--- src/rtl/uart_tx_stream.sv ---
// uart_tx_stream: parametrised UART transmitter with built-in baud divider,
// valid/ready input handshake and a transmit buffer, all in the clk domain.
//
// Optional feature macro: UART_TX_STREAM_FIFO_EN
//   defined     -> FIFO of FIFO_DEPTH entries buffers input words
//   not defined -> a single holding register buffers one word
//
// Ports:
//   clk        in   system clock, rising edge
//   rst_n      in   synchronous active-low reset
//   in_valid   in   producer offers in_data
//   in_ready   out  a word is accepted this cycle if in_valid is also high
//   in_data    in   DATA_BITS payload, sent LSB first
//   tx         out  registered serial line, idle high
//   busy       out  frame in progress or data buffered
//   fifo_count out  words buffered and not yet started
module uart_tx_stream #(
    parameter int CLK_FREQ   = 12000000,
    parameter int BAUD       = 9600,
    parameter int DATA_BITS  = 8,
    parameter int PARITY     = 0,
    parameter int STOP_BITS  = 1,
    parameter int FIFO_DEPTH = 8
) (
    input  logic                               clk,
    input  logic                               rst_n,
    input  logic                               in_valid,
    output logic                               in_ready,
    input  logic [DATA_BITS-1:0]               in_data,
    output logic                               tx,
    output logic                               busy,
    output logic [$clog2(FIFO_DEPTH+1)-1:0]    fifo_count
);

    localparam int DIV = CLK_FREQ / BAUD;
    // Counter must reach the longest interval, the stop period.
    localparam int CW  = $clog2(STOP_BITS * DIV + 1);
    localparam int NW  = $clog2(FIFO_DEPTH + 1);

    localparam logic [CW-1:0] BIT_LAST  = CW'(DIV - 1);
    localparam logic [CW-1:0] STOP_LAST = CW'(STOP_BITS * DIV - 1);
    localparam logic [3:0]    IDX_LAST  = 4'(DATA_BITS - 1);

    // PAR is the parity-bit state (the name PARITY is taken by the parameter).
    typedef enum logic [2:0] {IDLE, START, DATA, PAR, STOP} state_t;

    logic                 push, pop, empty, full;
    logic [DATA_BITS-1:0] head;

    assign push     = in_valid && in_ready;
    // No push-through on pop: a full buffer refuses the word even if the
    // FSM pops in the same cycle.
    assign in_ready = rst_n && !full;

`ifdef UART_TX_STREAM_FIFO_EN
    localparam int AW = $clog2(FIFO_DEPTH);

    logic [DATA_BITS-1:0] mem [FIFO_DEPTH];
    logic [AW-1:0]        wr_ptr, rd_ptr;
    logic [NW-1:0]        count;

    always_ff @(posedge clk) begin
        if (push)
            mem[wr_ptr] <= in_data;
    end

    always_ff @(posedge clk) begin
        if (!rst_n) begin
            wr_ptr <= '0;
            rd_ptr <= '0;
            count  <= '0;
        end else begin
            if (push)
                wr_ptr <= wr_ptr + AW'(1);
            if (pop)
                rd_ptr <= rd_ptr + AW'(1);
            case ({push, pop})
                2'b10:   count <= count + NW'(1);
                2'b01:   count <= count - NW'(1);
                default: ;
            endcase
        end
    end

    assign full       = (count == NW'(FIFO_DEPTH));
    assign empty      = (count == '0);
    assign head       = mem[rd_ptr];
    assign fifo_count = count;
`else
    logic                 hold_full;
    logic [DATA_BITS-1:0] hold;

    // push needs !hold_full and pop needs hold_full, so they never coincide.
    always_ff @(posedge clk) begin
        if (!rst_n)
            hold_full <= 1'b0;
        else if (push)
            hold_full <= 1'b1;
        else if (pop)
            hold_full <= 1'b0;
    end

    always_ff @(posedge clk) begin
        if (push)
            hold <= in_data;
    end

    assign full       = hold_full;
    assign empty      = !hold_full;
    assign head       = hold;
    assign fifo_count = NW'(hold_full);
`endif

    state_t               state, state_n;
    logic [CW-1:0]        cnt, cnt_n;
    logic [3:0]           idx, idx_n;
    logic [DATA_BITS-1:0] shift, shift_n;
    logic                 par_bit, par_n;
    logic                 tx_n;

    always_ff @(posedge clk) begin
        if (!rst_n) begin
            state   <= IDLE;
            cnt     <= '0;
            idx     <= '0;
            shift   <= '0;
            par_bit <= 1'b0;
            tx      <= 1'b1;
        end else begin
            state   <= state_n;
            cnt     <= cnt_n;
            idx     <= idx_n;
            shift   <= shift_n;
            par_bit <= par_n;
            tx      <= tx_n;
        end
    end

    // tx is registered: tx_n is the line level for the state being entered,
    // so the line changes on the same edge as the state.
    always_comb begin
        state_n = state;
        cnt_n   = cnt + CW'(1);
        idx_n   = idx;
        shift_n = shift;
        par_n   = par_bit;
        tx_n    = tx;
        pop     = 1'b0;
        case (state)
            IDLE: begin
                cnt_n = '0;
                tx_n  = 1'b1;
                if (!empty) begin
                    pop     = 1'b1;
                    shift_n = head;
                    par_n   = (PARITY == 1) ? ~^head : ^head;
                    idx_n   = '0;
                    state_n = START;
                    tx_n    = 1'b0;
                end
            end
            START: begin
                if (cnt == BIT_LAST) begin
                    cnt_n   = '0;
                    state_n = DATA;
                    tx_n    = shift[0];
                end
            end
            DATA: begin
                if (cnt == BIT_LAST) begin
                    cnt_n   = '0;
                    shift_n = shift >> 1;
                    idx_n   = idx + 4'd1;
                    tx_n    = shift_n[0];
                    if (idx == IDX_LAST) begin
                        if (PARITY != 0) begin
                            state_n = PAR;
                            tx_n    = par_bit;
                        end else begin
                            state_n = STOP;
                            tx_n    = 1'b1;
                        end
                    end
                end
            end
            PAR: begin
                if (cnt == BIT_LAST) begin
                    cnt_n   = '0;
                    state_n = STOP;
                    tx_n    = 1'b1;
                end
            end
            STOP: begin
                // Return to IDLE for one cycle even with data waiting.
                if (cnt == STOP_LAST) begin
                    cnt_n   = '0;
                    state_n = IDLE;
                    tx_n    = 1'b1;
                end
            end
            default: begin
                state_n = IDLE;
                tx_n    = 1'b1;
            end
        endcase
    end

    assign busy = (state != IDLE) || (fifo_count != '0);

endmodule

--- config.mk ---
export PLATFORM = sky130hd
export DESIGN_NAME = uart_tx_stream
export DESIGN_NICKNAME = d
export VERILOG_FILES = /design/src/rtl/uart_tx_stream.sv
export SDC_FILE = /design/constraint.sdc
export NUM_CORES = 1
export LEC_CHECK = 0
export CORE_AREA = 2 2 57 59
export DETAILED_ROUTE_END_ITERATION = 12
export DIE_AREA = 0 0 59 61
export PLACE_DENSITY = 0.87
export SYNTH_ARGS = -nofsm -noshare
export SYNTH_HDL_FRONTEND = slang
export SYNTH_SLANG_ARGS = --single-unit
--- constraint.sdc ---
create_clock -name clk -period 4.5 [get_ports clk]
set_clock_uncertainty 0.05 [all_clocks]
set_input_delay 0.9 -clock clk [delete_from_list [all_inputs] [get_ports clk]]
set_output_delay 0.9 -clock clk [all_outputs]
set_load 0.01 [all_outputs]
==> summary.md, run 1 <==
| Metric | Value |
|---|---|
| Status | `finished clean` |
| Detailed placement HPWL | `2120 um` |
| Core Rows | `20` |
| RSZ-0062 raised after global routing | `false` |
| Cell Pwr Density | `approximately 310 nW/um2` |
| Die W | `59 um` |
| Count of final max-slew check failures | `0` |
| EDFF count, synth | `8` |
| Worst Tran Pin Value | `1160 ps` |
| Clock root buffer | `clkbuf_4` |
| Met3 global-route usage | `6.18%` |
| CP max FO | `20` |
| GRT met1 Usage | `21.6%` |
| TritonCTS buffer count | `5` |
| Reg clk slew, reported paths | `110 ps` |
| Filler cells | `approximately 250` |
| Arrival time at the worst endpoint | `2300 ps` |
| CP cell instances | `clkdlybuf4s50_1 > buf_4 > nor2b_1 > clkdlybuf4s50_1` |
| Most common cell after layout, fill and taps aside | `dfxtp_1` |
| Synth Area per Inst | `9.96 um2` |
| Fin cells | `215` |
| Skew-Pair Late Insertion Delay | `340 ps` |
| Vias/cell | `5.86` |
| Synth warnings | `0` |
| Post-synthesis sequential element count | `36` |
| Crit start category | `input port` |
| Final wirelength | `roughly 2900 um` |
| Routability cong. | `0.856` |
| CP top delay family | `buffers and inverters` |
| Critical path data required time | `3550 ps` |
| Final period utilization | `72.1%` |
| Share of cells above drive strength 1 | `9.34%` |
| Chip Height | `between 60 and 70 um` |
| Maximum vdd ir drop | `0.236 mV` |
| Total I/O pin count | `18` |
| CTS tree | `yes` |
| Pleak | `0.701 nW` |
| Max transition margin | `between 20% and 30%` |
| Starting Density | `57.0%` |
| Crit path kind | `in2out` |
| DRC | `0` |
| Post-synthesis async set-or-reset flop share | `0%` |
| Most frequent cells in the layout | `28 x dfxtp_1, 19 x nor2_1, 14 x clkdlybuf4s50_1` |
| CTS Sinks | `36` |
| Setup TNS | `0 ps` |
| Remaining antenna violation count | `0` |
| Area of the core | `just under 3000 um2` |
| HP Class | `reg2reg` |
| Setup Fix Bufs, Post-CTS | `0` |
| WL/cell | `13.5 um` |
| Main synth FF type | `dfxtp_1` |
| Via count | `1260` |
| GRT Total Usage | `18.2%` |
| Synth Instances | `approximately 170` |
| Clk buf depth | `2` |
| Layout Nets | `195` |
| Final Hold Viols | `0` |
| Max stage delay on crit path | `about 550 ps` |
| Vias in the first global route | `1104` |
| Die area | `3600 um2` |
| Netlist cell types | `41` |
| Grt peak-use layer | `met2` |
| Top cell by count, worst path | `clkdlybuf4s50_1` |
| Cts-stage hold buffer count | `0` |
| Post-CTS sizing | `0` |
| Placed insts | `between 200 and 250` |
| 1st-pass router iterations | `4` |
| Reg area | `801 um2` |
| FMAX | `308 MHz` |
| Total congestion overflow | `0` |
| Number of H-tree levels | `2` |
| Final setup vio count | `0` |
| Crit end category | `primary output` |
| Sequential area share after synthesis | `47.6%` |
| PortBufs | `14` |
| Number of antenna violations at the first check in global routing | `0` |
| Diode count | `0` |
| First-pass GRT wire length | `4810 um` |
| Shortest period the worst path allows | `3250 ps` |
| Critical path buffers and inverters | `3` |
| Slowest CP cell | `clkdlybuf4s50_1` |
| Synthesized cell area | `1680 um2` |
| First DRT Iteration DRCs | `45` |
| GR Util met2 | `between 20% and 30%` |
| Area Growth Syn to Fin | `10.8%` |
| Largest net degree at the start of global routing | `21` |
| Area of the multi-input gates | `791 um2` |
| Max Cap Viol | `0` |
## synthesized netlist by cell type, types with 2 or more instances
cell | instances | area share [%]
o21ai_0 | 10 | 3.0
a21boi_0 | 2 | 0.89
nand3_1 | 10 | 3.0
xor2_1 | 2 | 1.0
edfxtp_1 | 8 | 14
a31oi_1 | 2 | 0.74
buf_2 | 5 | 1.5
nor2b_1 | 2 | 0.74
xnor2_1 | 8 | 4.2
mux2i_1 | 7 | 4.2
dfxtp_1 | 28 | 33
nor3b_2 | 2 | 1.5
ha_1 | 3 | 2.2
nand2_1 | 11 | 2.5
or4_1 | 4 | 1.8
a21oi_1 | 3 | 0.89
and3_2 | 2 | 0.89
nor3_1 | 3 | 0.89
inv_1 | 6 | 1.3
o2111ai_1 | 2 | 1.0
o211a_1 | 7 | 4.2
nor2_1 | 19 | 4.2
buf_4 | 5 | 2.2
## routing by layer
layer | part of all wire, % | vias to the layer above
li1 | - | 621
met5 | 0 | -
met3 | 5.1 | 6
met1 | 44 | 602
met4 | 1.6 | 0
met2 | 49 | 31
## worst min-delay path, cell delays in order (launching register included)
cell      delay, ps
dfxtp_1         330
nand3_1          60
a21boi_0         70
## through the flow
stage / setup WS (ps) / utilization [%] / cell area (um2) / hold slack, ps / power (mW)
CTS: 1250 / 63.1 / 1860 / 447 / 0.586
global placement: 1270 / 61.1 / 1800 / 416 / 0.412
detailed placement: 1250 / 61.1 / 1800 / 430 / 0.415
global route: 1200 / 63.1 / 1860 / 487 / 0.608
finish: 1250 / 63.1 / 1860 / 448 / 0.581
floorplan: 2260 / - / 1690 / 395 / 0.396
## flip-flops by register name (all words and copies together) (netlist names)
register,cells
head,8
cnt,11
shift,8
idx,4
tx,1
state,3
full,1
## layout make-up
class                      count  area share, %
sequential                    36           43.0
clock inverter                 3           1.28
multi-input combinational    117           42.4
timing repair buffer          15           7.92
inverter                       6           1.21
clock buffer                   5           2.01
tap                           33           2.21
## power breakdown
group / leakage [nW] / internal, mW / switching [mW]
registers: 0.302 / 0.343 / 0.00965
clock network: 0.0274 / 0.0614 / 0.112
logic: 0.371 / 0.0288 / 0.0262
## cell families (layout without fill, tap and decap cells)
logic type | Yosys count | after routing | synth area share, %
xor gates and xnor gates | 10 | 10 | 5.20
DFF | 36 | 36 | 47.6
and+or+nand+nor | 64 | 64 | 22.2
muxes | 7 | 7 | 4.16
buffers and inverters | 18 | 29 | 5.87
other | 1 | 3 | 0.223
adders and majority gates | 3 | 3 | 2.23
AOI/OAI and AO/OA | 30 | 30 | 12.6
## final timing paths
kind         depth (start not counted)     start  slack [ps]       end
min reg2reg                          2  shift[7]         450  shift[7]
max reg2reg                          5    cnt[0]        2020    cnt[2]
min                                  2  shift[7]         450  shift[7]
max                                  4     rst_n        1250  in_ready
(Power assumes the default switching activity.)
==> run 2: changes to the inputs <==
==> config.mk (replaced) <==
export PLATFORM = sky130hd
export DESIGN_NAME = uart_tx_stream
export DESIGN_NICKNAME = d
export VERILOG_FILES = /design/src/rtl/uart_tx_stream.sv
export SDC_FILE = /design/constraint.sdc
export NUM_CORES = 1
export LEC_CHECK = 0
export CORE_AREA = 2 2 62 64
export DETAILED_ROUTE_END_ITERATION = 12
export DIE_AREA = 0 0 64 66
export PLACE_DENSITY = 0.79
export SYNTH_ARGS = -nofsm -noshare
export SYNTH_HDL_FRONTEND = slang
export SYNTH_SLANG_ARGS = --single-unit
==> constraint.sdc (replaced) <==
create_clock -name clk -period 2.6 [get_ports clk]
set_clock_uncertainty 0.05 [all_clocks]
set_input_delay 0.52 -clock clk [delete_from_list [all_inputs] [get_ports clk]]
set_output_delay 0.52 -clock clk [all_outputs]
set_load 0.01 [all_outputs]
==> summary.md, run 2 (same netlist as run 1, synthesis figures left out) <==
| Metric | Value |
|---|---|
| Status | `finished clean` |
| Share of cells above drive strength 1 | `9.78% (+0.44 points)` |
| Final Hold Viols | `0 (unchanged)` |
| DP Area | `1840 um2 (+1.9%)` |
| Vias/cell | `5.40 (-7.8%)` |
| FMAX | `431 MHz` |
| Final Cell Area | `1890 um2 (+1.3%)` |
| Reg clk slew, reported paths | `120 ps (about the same)` |
| RSZ-0062 raised after global routing | `false` |
| CP top delay family | `simple AND/OR/NAND/NOR gates` |
| Vias in the first global route | `1163 (+5.3%)` |
| R2r setup slk | `710 ps (-1310 ps)` |
| Remaining antenna violation count | `0 (unchanged)` |
| CTS Sinks | `36 (unchanged)` |
| Crit end category | `primary output` |
| First DRT Iteration DRCs | `73 (+62%)` |
| Final worst setup slack | `280 ps (-973 ps)` |
| Max Cap Viol | `0 (unchanged)` |
| Slowest CP cell | `or4_1` |
| Skew-Pair Late Insertion Delay | `340 ps (about the same)` |
| Most common cell after layout, fill and taps aside | `dfxtp_1` |
| Total I/O pin count | `18 (unchanged)` |
| Shortest period the worst path allows | `2320 ps` |
| Total congestion overflow | `0 (unchanged)` |
| Largest reg by FF count | `cnt` |
| Via count | `1253 (-0.56%)` |
| Reg area | `801 um2 (unchanged)` |
| Die area | `4220 um2 (+17%)` |
| Final period utilization | `89.2%` |
| WL/cell | `12.6 um (-6.9%)` |
| First-pass GRT wire length | `4940 um (+2.7%)` |
| GRT Total Usage | `15.2% (-2.9 points)` |
| Clk buf depth | `2 (unchanged)` |
| Number of H-tree levels | `2 (unchanged)` |
| TritonCTS buffer count | `5 (unchanged)` |
| Cts-stage hold buffer count | `0 (unchanged)` |
| Levels on crit path | `2 (-2)` |
| Chip Height | `66 um (+8.2%)` |
| CTS tree | `yes` |
| Pleak | `0.715 nW (+2.1%)` |
| Filler cells | `312 (+24%)` |
| Area Growth Syn to Fin | `12.2%` |
| Critical path buffers and inverters | `1 (-2)` |
| Most frequent cells in the layout | `28 x dfxtp_1, 19 x nor2_1, 14 x clkdlybuf4s50_1` |
| Critical R2R Launch | `cnt[0]` |
| Diode count | `0 (unchanged)` |
| Pre-CTS WS | `324 ps (-924 ps)` |
| 1st-pass router iterations | `4 (unchanged)` |
| Maximum vdd ir drop | `0.328 mV (+39%)` |
| Final wirelength | `2920 um (+0.41%)` |
| Max reg flops | `11 (unchanged)` |
| Crit path kind | `reg2out` |
| Hold path cells | `1 (-1)` |
| Area of the core | `3550 um2 (+20%)` |
| Post-CTS sizing | `0 (unchanged)` |
| Hold_sp | `cnt[0]` |
| Count of final max-slew check failures | `0 (unchanged)` |
| Total power | `985 uW (+69%)` |
| Reg-to-Reg End | `idx[3]` |
| Setup TNS | `0 ps (unchanged)` |
| Crit start category | `flip-flop` |
| HP Class | `reg2reg` |
| Placed insts | `224 (+8.2%)` |
| Fin cells | `232 (+7.9%)` |
| Detailed placement HPWL | `2120 um (about the same)` |
| Clock root buffer | `clkbuf_4` |
| Routability cong. | `0.872 (+1.9%)` |
| Critical path data required time | `2030 ps (-1520 ps)` |
| Cell Pwr Density | `522 nW/um2 (+67%)` |
| Core Rows | `22 (+10%)` |
| Layout Nets | `197 (+1.0%)` |
| Starting Density | `47.4% (-9.6 points)` |
| Largest net degree at the start of global routing | `20 (-4.8%)` |
| PortBufs | `14 (unchanged)` |
| Final setup vio count | `0 (unchanged)` |
| Hold endpoint | `cnt[0]` |
| Die W | `64 um (+8.5%)` |
| DRC | `0 (unchanged)` |
| Setup Fix Bufs, Post-CTS | `0 (unchanged)` |
| Area of the multi-input gates | `791 um2 (unchanged)` |
| Max stage delay on crit path | `500 ps (-50 ps)` |
| CP cell instances | `or4_1 > clkdlybuf4s50_1` |
| Worst r2r path cells | `5 (unchanged)` |
| CP max FO | `11 (-45%)` |
| Number of antenna violations at the first check in global routing | `0 (unchanged)` |
| Arrival time at the worst endpoint | `1750 ps (-550 ps)` |
run 2: changes by cell type in the layout (fill, tap and decap cells not counted):
cell        delta
buf_4          +2
clkinv_2       +2
clkinvlp_4     -2
clkinv_1       +1
clkinv_4       -1
run 2: how the worst max path moves through the flow:
stage | endpoint | startpoint
after CTS | busy | state[0]
final | busy | state[0]
after floorplan | idx[3] | cnt[0]
after global routing | busy | state[0]
after global placement | in_ready | rst_n
after detailed placement | in_ready | rst_n
run 2: metrics by stage:
step | hold WS [ps] | util [%]
after CTS | 442 | 53.2
after floorplan | 395 | -
after global placement | 412 | 51.7
after global routing | 458 | 53.2
after detailed placement | 420 | 51.7
final | 438 | 53.2
run 2: power by group:
group / switching [mW] / internal (mW) / leakage, nW
registers: 0.0156 / 0.594 / 0.302
clock network: 0.178 / 0.0992 / 0.0324
logic: 0.0466 / 0.0509 / 0.381
total: 0.240 / 0.744 / 0.715
run 2: area by class of cell:
type	instances	share of cell area [%]
clock inverters	3	0.729
flip-flops and latches	36	42.4
repair buffers	17	8.61
inverters	6	1.19
clock buffers	5	1.99
multi-input cells	117	41.9
well taps	48	3.18
run 2: routing by layer:
metal | track usage [%] | share of wire, % | vias up
li1 | - | - | 627
met1 | 16.5 | 45 | 592
met2 | 26.6 | 49 | 29
met3 | 3.24 | 4.1 | 5
met4 | 10.6 | 2.2 | 0
met5 | 0 | 0 | -
